===== src/rtl/cpu_isa_pkg.sv =====
// Shared ISA definitions for the 8-bit CPU front end:
// opcodes, addressing modes, registers and the decoded bundle.
package cpu_isa_pkg;

  localparam logic [6:0] OP_NOP = 7'd0;
  localparam logic [6:0] OP_ADD = 7'd1;
  localparam logic [6:0] OP_SUB = 7'd2;
  localparam logic [6:0] OP_XOR = 7'd3;
  localparam logic [6:0] OP_AND = 7'd4;
  localparam logic [6:0] OP_OR  = 7'd5;
  localparam logic [6:0] OP_NOT = 7'd6;

  localparam logic [1:0] MOD_RR   = 2'b00;
  localparam logic [1:0] MOD_RI   = 2'b01;
  localparam logic [1:0] MOD_RIND = 2'b10;
  localparam logic [1:0] MOD_RM   = 2'b11;

  localparam logic [2:0] R0 = 3'd0;
  localparam logic [2:0] R1 = 3'd1;
  localparam logic [2:0] R2 = 3'd2;
  localparam logic [2:0] R3 = 3'd3;
  localparam logic [2:0] R4 = 3'd4;
  localparam logic [2:0] R5 = 3'd5;
  localparam logic [2:0] R6 = 3'd6;
  localparam logic [2:0] R7 = 3'd7;

  localparam logic [2:0] ER0 = 3'd0;
  localparam logic [2:0] ER1 = 3'd1;
  localparam logic [2:0] ER2 = 3'd2;
  localparam logic [2:0] ER3 = 3'd3;
  localparam logic [2:0] SP  = 3'd4;
  localparam logic [2:0] PC  = 3'd5;

  typedef struct packed {
    logic        ext;
    logic [6:0]  opcode;
    logic [1:0]  mod;
    logic [2:0]  rd;
    logic [2:0]  rs;
    logic [15:0] imm;
    logic [2:0]  len;
    logic        illegal;
  } dec_instr_t;

  function automatic logic [2:0] instr_len(
    input logic       ext,
    input logic [6:0] opcode,
    input logic [1:0] mod
  );
    logic [2:0] len;
    len = 3'd2;
    if (opcode == OP_NOP) begin
      len = 3'd1;
    end else begin
      unique case (mod)
        MOD_RR:   len = 3'd2;
        MOD_RIND: len = 3'd2;
        MOD_RI:   len = ext ? 3'd4 : 3'd3;
        MOD_RM:   len = 3'd4;
        default:  len = 3'd2;
      endcase
    end
    return len;
  endfunction

endpackage


===== src/rtl/instr_len_check.sv =====
// Length and legality of an instruction from byte0
// fields plus the addressing mode of the modrm byte.
module instr_len_check
  import cpu_isa_pkg::*;
#(
  parameter int OPC_MAX = 6,
  parameter int EXT_EN  = 1
) (
  input  logic       ext_i,
  input  logic [6:0] opcode_i,
  input  logic [1:0] mod_i,
  output logic [2:0] len_o,
  output logic       illegal_o
);

  logic bad_op;
  logic bad_ind;
  logic bad_not;
  logic bad_ext;

  assign bad_op  = int'(opcode_i) > OPC_MAX;
  assign bad_ind = (mod_i == MOD_RIND) && !ext_i;
  assign bad_not = (opcode_i == OP_NOT)
                && (mod_i == MOD_RI);
  assign bad_ext = ext_i && (EXT_EN == 0);

  // An illegal encoding stops after modrm so the
  // consumer can resync from the very next byte.
  always_comb begin
    illegal_o = bad_op | bad_ind | bad_not | bad_ext;
    len_o     = instr_len(ext_i, opcode_i, mod_i);
    if (illegal_o) len_o = 3'd2;
  end

endmodule


===== src/rtl/instr_stream_decoder.sv =====
// Byte-serial decoder assembling 1-4 byte instructions
// into one registered decoded bundle per handshake.
module instr_stream_decoder
  import cpu_isa_pkg::*;
#(
  parameter int OPC_MAX = 6,
  parameter int EXT_EN  = 1,
  parameter int IMM_W   = 16
) (
  input  logic             clk,
  input  logic             rst_n,
  input  logic             flush,
  input  logic             in_valid,
  input  logic [7:0]       in_byte,
  output logic             in_ready,
  output logic             out_valid,
  input  logic             out_ready,
  output logic             out_ext,
  output logic [6:0]       out_opcode,
  output logic [1:0]       out_mod,
  output logic [2:0]       out_rd,
  output logic [2:0]       out_rs,
  output logic [IMM_W-1:0] out_imm,
  output logic [2:0]       out_len,
  output logic             out_illegal
);

  typedef enum logic [2:0] {
    S_OP,
    S_MODRM,
    S_B2,
    S_B3,
    S_HOLD
  } state_e;

  state_e     state_q, state_d;
  dec_instr_t dec_q, dec_d;
  logic       valid_q, valid_d;
  logic [2:0] chk_len;
  logic       chk_ill;
  logic       acc;

  instr_len_check #(
    .OPC_MAX (OPC_MAX),
    .EXT_EN  (EXT_EN)
  ) u_len (
    .ext_i     (dec_q.ext),
    .opcode_i  (dec_q.opcode),
    .mod_i     (in_byte[7:6]),
    .len_o     (chk_len),
    .illegal_o (chk_ill)
  );

  assign in_ready = (state_q != S_HOLD) && !flush;
  assign acc      = in_valid && in_ready;

  always_comb begin
    state_d = state_q;
    dec_d   = dec_q;
    valid_d = valid_q;
    if (flush) begin
      state_d = S_OP;
      valid_d = 1'b0;
    end else begin
      unique case (state_q)
        S_OP: if (acc) begin
          // fresh bundle: stale modrm/imm never leak
          dec_d        = '0;
          dec_d.ext    = in_byte[7];
          dec_d.opcode = in_byte[6:0];
          if (in_byte[6:0] == OP_NOP) begin
            dec_d.len = 3'd1;
            state_d   = S_HOLD;
            valid_d   = 1'b1;
          end else begin
            state_d = S_MODRM;
          end
        end
        S_MODRM: if (acc) begin
          dec_d.mod     = in_byte[7:6];
          dec_d.rd      = in_byte[5:3];
          dec_d.rs      = in_byte[2:0];
          dec_d.len     = chk_len;
          dec_d.illegal = chk_ill;
          if (chk_len == 3'd2) begin
            state_d = S_HOLD;
            valid_d = 1'b1;
          end else begin
            state_d = S_B2;
          end
        end
        S_B2: if (acc) begin
          dec_d.imm[7:0] = in_byte;
          if (dec_q.len == 3'd3) begin
            state_d = S_HOLD;
            valid_d = 1'b1;
          end else begin
            state_d = S_B3;
          end
        end
        S_B3: if (acc) begin
          dec_d.imm[15:8] = in_byte;
          state_d         = S_HOLD;
          valid_d         = 1'b1;
        end
        S_HOLD: if (out_ready) begin
          state_d = S_OP;
          valid_d = 1'b0;
        end
        default: begin
          state_d = S_OP;
          valid_d = 1'b0;
        end
      endcase
    end
  end

  always_ff @(posedge clk or negedge rst_n) begin
    if (!rst_n) begin
      state_q <= S_OP;
      dec_q   <= '0;
      valid_q <= 1'b0;
    end else begin
      state_q <= state_d;
      dec_q   <= dec_d;
      valid_q <= valid_d;
    end
  end

  assign out_valid   = valid_q;
  assign out_ext     = dec_q.ext;
  assign out_opcode  = dec_q.opcode;
  assign out_mod     = dec_q.mod;
  assign out_rd      = dec_q.rd;
  assign out_rs      = dec_q.rs;
  assign out_imm     = IMM_W'(dec_q.imm);
  assign out_len     = dec_q.len;
  assign out_illegal = dec_q.illegal;

endmodule


===== config.mk =====
export PLATFORM = sky130hd
export DESIGN_NAME = instr_stream_decoder
export DESIGN_NICKNAME = d
export VERILOG_FILES = /design/src/rtl/cpu_isa_pkg.sv /design/src/rtl/instr_len_check.sv /design/src/rtl/instr_stream_decoder.sv
export SDC_FILE = /design/constraint.sdc
export NUM_CORES = 1
export LEC_CHECK = 0
export CORE_ASPECT_RATIO = 0.8
export CORE_UTILIZATION = 30
export DETAILED_ROUTE_END_ITERATION = 16
export GPL_TIMING_DRIVEN = 1
export PLACE_DENSITY = 0.62
export SLEW_MARGIN = 20
export SYNTH_ARGS = -nofsm -noshare
export SYNTH_HDL_FRONTEND = slang
export SYNTH_HIERARCHICAL = 1
export SYNTH_SLANG_ARGS = --single-unit
export TNS_END_PERCENT = 1

===== constraint.sdc =====
create_clock -name clk -period 2.42 [get_ports clk]
set_clock_uncertainty 0.2 [all_clocks]
set_input_delay 0.484 -clock clk [delete_from_list [all_inputs] [get_ports clk]]
set_output_delay 0.484 -clock clk [all_outputs]
set_load 0.02 [all_outputs]

==> impl_metrics.tcl, run 1 <==
set metrics [dict create \
    cap_violations 0 \
    clk_pin_slew_ns 0.08 \
    die_x_um 88.4 \
    die_area_mm2 0.00629 \
    routed_wirelength_mm 5.02 \
    grt_pass1_wl_mm 8.15 \
    antenna_left 0 \
    timing.final.crit_share 1.01 \
    power_leakage_nw 1.18 \
    core_mm2 0.00562 \
    first_global_vias 1550 \
    grt_max_degree 27 \
    routedWlPerCell_um 15.2 \
    via_count 1550 \
    numCtsBuffers 5 \
    drc 0 \
    firstDrtPassIters 4 \
    rsz0062_at_grt "true" \
    synth_edf_count 0 \
    root_buffer "clkbuf_8" \
    grtUsageTotal 0.177 \
    worstSetupEndpointType "register" \
    ys_seq_area_frac 0.558 \
    crit_type "reg2reg" \
    cts_sinks 40 \
    netlist_area_mm2 0.00179 \
    min_period_ns 2.43 \
    max_freq_mhz 411 \
    cp_max_fo 4 \
    clockBufferDepth 2 \
    gp_congestion 0.788 \
    failed_checks "negative setup slack" \
    cp-start-kind "register" \
    synthArstFlopShare 1.00 \
    required_ns 2.41 \
    nets 264 \
    cp_data_arrival_time_ns 2.42 \
    htreeDepth 2 \
    syn-num-nets 181 \
    globalRouteOverflowTotal 0 \
    dp_hpwl_mm 3.52 \
    layout_commonest_cell "clkdlybuf4s50_1" \
    drive_gt1_frac 0.218 \
    cts_tree "yes" \
    syn_avg_cell_area_um2 10.7 \
    setup_viol 1 \
    max_stage_delay_ns 0.44 \
    vias_per_cell 4.70 \
    drt_iter0_markers 120 \
    ys.flop_type "dfrtp_1" \
    diodes 0 \
    tns_ns -0.0147 \
    holdWs_ns 0.279 \
    timing_hold_violations_final 0 \
    relSlewSlack 0.600 \
    clk_latency_ns 0.30 \
    maxSlewViolCount 0 \
    area.growth.synth_to_final_pct 53.0 \
    peakVddDrop_mv 0.490 \
    worstPathCellList "nor4_4 -> buf_4 -> o21a_1 -> o211a_1 -> or3b_1 -> a22oi_2 -> nor3b_4 -> mux2_4" \
    place.port_buffers 50 \
    tightest_slew_ns 0.600 \
    synth_cell_type_count 35 \
    synth-seq-cells 40 \
    hold_class "reg2reg" \
    start_util 0.319 \
    rows 24 \
    ios 51 \
    status "finished with violations" \
    die_h_um 71.1 \
    ys_warn_count 6 \
    cpMaxStageDelayCell "dfrtp_1" \
    synthCells 168 \
    final.setup.worst_slack_ns -0.0147 \
    powerDensity_mw_per_mm2 791 \
    mostFrequentLayoutCells "clkdlybuf4s50_1 (47), nand2_1 (41), dfrtp_1 (37)" \
    antenna_found_initial 0 \
]
[layer usage]
metal / track usage / share of wire / wire length [µm]
met1: 0.257 / 0.51 / 2560
met2: 0.249 / 0.42 / 2130
met3: 0.0467 / 0.051 / 256
met4: 0.0699 / 0.015 / 73
met5: 0 / 0 / 0
[registers in the layout (all words and copies together) (netlist names)]
signal / count
out_imm: 16
out_illegal: 1
out_opcode: 7
out_ext: 1
out_len: 3
out_rs: 3
out_rd: 3
state_q: 3
out_valid: 1
out_mod: 2
[repair_timing]
item,4_1_cts,5_1_grt
gates resized for setup,5,1
pin swaps,6,3
buffers inserted,2,1
endpoints found under the hold margin,8,0
hold buffers,1,0
setup endpoints to repair,3,3
[cells by family (layout without fill, tap and decap cells)]
kind of cell	after synthesis	in the layout	synth area share
and+or+nand+nor	65	65	0.188
AOI/OAI and AO/OA	46	46	0.177
DFF	40	40	0.558
muxes	9	9	0.0586
buffers and inverters	8	92	0.0181
[cell usage after synthesis, types with 2 or more instances]
master      n  share of area
nand2_1    41          0.086
dfrtp_1    40           0.56
o21ai_1    13          0.036
a22o_1      8          0.039
mux2_1      8          0.050
o21ai_0     8          0.022
nor2_1      5          0.010
a21oi_1     4          0.011
clkbuf_1    4         0.0084
nor3b_2     3          0.021
nor4_1      3          0.010
a2111oi_1   2          0.011
a21oi_2     2         0.0098
buf_2       2         0.0056
inv_1       2         0.0042
nand2b_1    2         0.0070
nand3b_1    2         0.0084
nor2b_1     2         0.0070
[power by group]
part | total, mW | switching (mW) | internal (mW) | leakage [nW]
registers | 0.882 | 0.105 | 0.777 | 0.529
clock network | 0.539 | 0.233 | 0.306 | 0.0552
logic | 0.748 | 0.367 | 0.381 | 0.597
total | 2.17 | 0.706 | 1.46 | 1.18
[final timing paths]
| kind | startpoint | end | slack, ns | cells after the start |
|---|---|---|---|---|
| setup / recovery | out_opcode[3]$_DFFE_PN0P_ | out_valid$_DFFE_PN0P_ | -0.01 | 8 |
| hold / removal | out_imm[4]$_DFFE_PN0P_ | out_imm[4]$_DFFE_PN0P_ | 0.28 | 2 |
| setup reg to reg | out_opcode[3]$_DFFE_PN0P_ | out_valid$_DFFE_PN0P_ | -0.01 | 8 |
| hold reg to reg | out_imm[4]$_DFFE_PN0P_ | out_imm[4]$_DFFE_PN0P_ | 0.28 | 2 |
| max in group asynchronous | rst_n | out_imm[7]$_DFFE_PN0P_ | 0.86 | 3 |
| min in group asynchronous | rst_n | out_len[1]$_DFFE_PN0P_ | 0.54 | 2 |
[critical path, delay by kind of cell, from the launching register on]
family | cells | cell delay, ns
muxes | 1 | 0.31
buffers and inverters | 1 | 0.14
DFF | 1 | 0.44
and+or+nand+nor | 3 | 0.68
AOI/OAI and AO/OA | 3 | 0.56
[area by class of cell]
cell class	instances	area, µm²
inverters	2	7.51
clock buffers	6	72.6
fillers	528	2870
multi-input cells	120	790
flip-flops and latches	40	1000
well taps	78	97.6
repair buffers	82	736
clock inverters	2	35.0
[metrics by stage]
step	cell area (µm²)	std cells	setup WS [ns]	utilization	power, mW
final	2740	330	-0.0147	0.488	2.17
after global routing	2740	330	-0.100	0.488	2.29
after CTS	2730	329	-0.0356	0.486	2.18
after detailed placement	2590	318	-0.579	0.461	1.62
after global placement	2590	318	-0.528	0.461	1.61
after floorplan	1810	168	0.0135	-	1.22
(Power assumes the default switching activity.)
==> run 2: changes to the inputs <==
CAP_MARGIN = 15   (was default)
CTS_BUF_LIST = sky130_fd_sc_hd__clkbuf_4   (was default)
==> impl_metrics.tcl, run 2 (same netlist as run 1, synthesis figures left out) <==
set metrics [dict create \
    status "finished with violations" \
    failed_checks "negative setup slack" \
    ios 51 \
    peakVddDrop_mv 0.467 \
    htreeDepth 2 \
    timing_hold_violations_final 0 \
    cts_tree "yes" \
    routed_wirelength_mm 4.95 \
    worstHoldPathCells 2 \
    timing.final.crit_share 1.01 \
    drt_iter0_markers 107 \
    cp_data_arrival_time_ns 2.51 \
    numCtsBuffers 5 \
    tightest_slew_ns 0.585 \
    vias_per_cell 4.75 \
    max_freq_mhz 409 \
    die_area_mm2 0.00629 \
    grt_max_degree 27 \
    r2r-end "out_valid$_DFFE_PN0P_" \
    cts_sinks 40 \
    antenna_found_initial 0 \
    rows 24 \
    powerDensity_mw_per_mm2 765 \
    tns_ns -0.0272 \
    clk_latency_ns 0.36 \
    cp-start-kind "register" \
    grt_pass1_wl_mm 8.11 \
    mostFrequentLayoutCells "clkdlybuf4s50_1 (46), nand2_1 (41), dfrtp_1 (35)" \
    layout_commonest_cell "clkdlybuf4s50_1" \
    largest_reg_flops 16 \
    die_h_um 71.1 \
    r2r_slack_ns -0.03 \
    min_period_ns 2.45 \
    rsz0062_at_grt "true" \
    first_global_vias 1548 \
    required_ns 2.48 \
    drc 0 \
    dp_cells 318 \
    busiest_layer "met1" \
    cp-startpoint "out_opcode[1]$_DFFE_PN0P_" \
    globalRouteOverflowTotal 0 \
    hold_end "out_imm[4]$_DFFE_PN0P_" \
    place_area_mm2 0.00259 \
    gp_congestion 0.788 \
    cap_violations 0 \
    place.port_buffers 50 \
    final.setup.worst_slack_ns -0.0272 \
    core_mm2 0.00562 \
    power_leakage_nw 1.18 \
    crit_type "reg2reg" \
    routedWlPerCell_um 15.0 \
    firstDrtPassIters 4 \
    regArea_mm2 0.00101 \
    fillers 536 \
    cp_max_fo 4 \
    postLayoutCellArea_mm2 0.00271 \
    via_count 1569 \
    use_met1 0.259 \
    relSlewSlack 0.610 \
    reg2regPathDepth 8 \
    diodes 0 \
    multi_input_area_um2 783 \
    worstSetupEndpointType "register" \
    root_buffer "clkbuf_4" \
    use_met2 0.244 \
    maxSlewViolCount 0 \
    rr_startpoint "out_opcode[1]$_DFFE_PN0P_" \
    clk_pin_slew_ns 0.12 \
    clockBufferDepth 2 \
    use_met3 0.0467 \
    dp_hpwl_mm 3.52 \
    nets 264 \
    setup_viol 1 \
    worst_hold_startpoint "out_imm[4]$_DFFE_PN0P_" \
    die_x_um 88.4 \
    antenna_left 0 \
    utilization 0.483 \
    final_cell_count_no_fill 330 \
    drive_gt1_frac 0.226 \
    area.growth.synth_to_final_pct 51.4 \
    grtUsageTotal 0.176 \
    holdWs_ns 0.289 \
    hold_class "reg2reg" \
    start_util 0.319 \
]
==> run 2: changes by cell type in the layout (fill, tap and decap cells not counted) <==
cell             change
clkbuf_1             -1
clkbuf_4             +6
clkbuf_8             -5
clkdlybuf4s50_1      -1
dfrtp_1              -2
dfrtp_2              +2
dlymetal6s2s_1       +1
o2bb2ai_1            +1
o2bb2ai_2            -1
==> run 2: final cells by class <==
type | count | share of cell area
well taps | 78 | 0.0360
multi-input cells | 120 | 0.289
inverters | 2 | 0.00277
repair buffers | 82 | 0.272
clock buffers | 6 | 0.0166
flip-flops and latches | 40 | 0.371
clock inverters | 2 | 0.0129
==> run 2: what timing repair did <==
item / 4_1_cts / 5_1_grt
buffers inserted: 2 / 1
setup endpoints to repair: 2 / 3
hold buffers: 1 / 0
pin swaps: 6 / 2
gates resized for setup: 5 / 3
hold endpoints to repair: 25 / 0
==> run 2: per-layer routing <==
layer	vias up	share of wire
met5	-	0
met2	51	0.43
met1	740	0.50
li1	768	-
met3	10	0.055
met4	0	0.016
==> run 2: through the flow <==
step	setup WS, ns	total power, mW
3_3_place_gp	-0.528	1.61
3_5_place_dp	-0.579	1.62
6_report	-0.0272	2.08
5_1_grt	-0.109	2.19
2_1_floorplan	0.0135	1.22
4_1_cts	-0.0415	2.09
==> run 2: worst max-delay path by stage <==
stage / slack [ns] / depth (start not counted) / end
2_1_floorplan: 0.01 / 7 / out_valid$_DFFE_PN0P_
3_3_place_gp: -0.53 / 8 / out_valid$_DFFE_PN0P_
3_5_place_dp: -0.58 / 8 / out_valid$_DFFE_PN0P_
4_1_cts: -0.04 / 7 / out_valid$_DFFE_PN0P_
5_1_grt: -0.11 / 8 / out_valid$_DFFE_PN0P_
6_report: -0.03 / 8 / out_valid$_DFFE_PN0P_
==> run 2: worst max-delay path, cell delays in order (launching register included) <==
cell     delay, ns
dfrtp_2       0.44
nor4_4        0.07
buf_4         0.14
o21a_1        0.18
o211a_1       0.22
or3b_1        0.38
a22oi_2       0.17
nor3b_4       0.26
mux2_4        0.32
==> run 2: power breakdown <==
group | internal, mW | switching (mW)
sequential | 0.778 | 0.104
combinational | 0.379 | 0.365
clock | 0.228 | 0.223
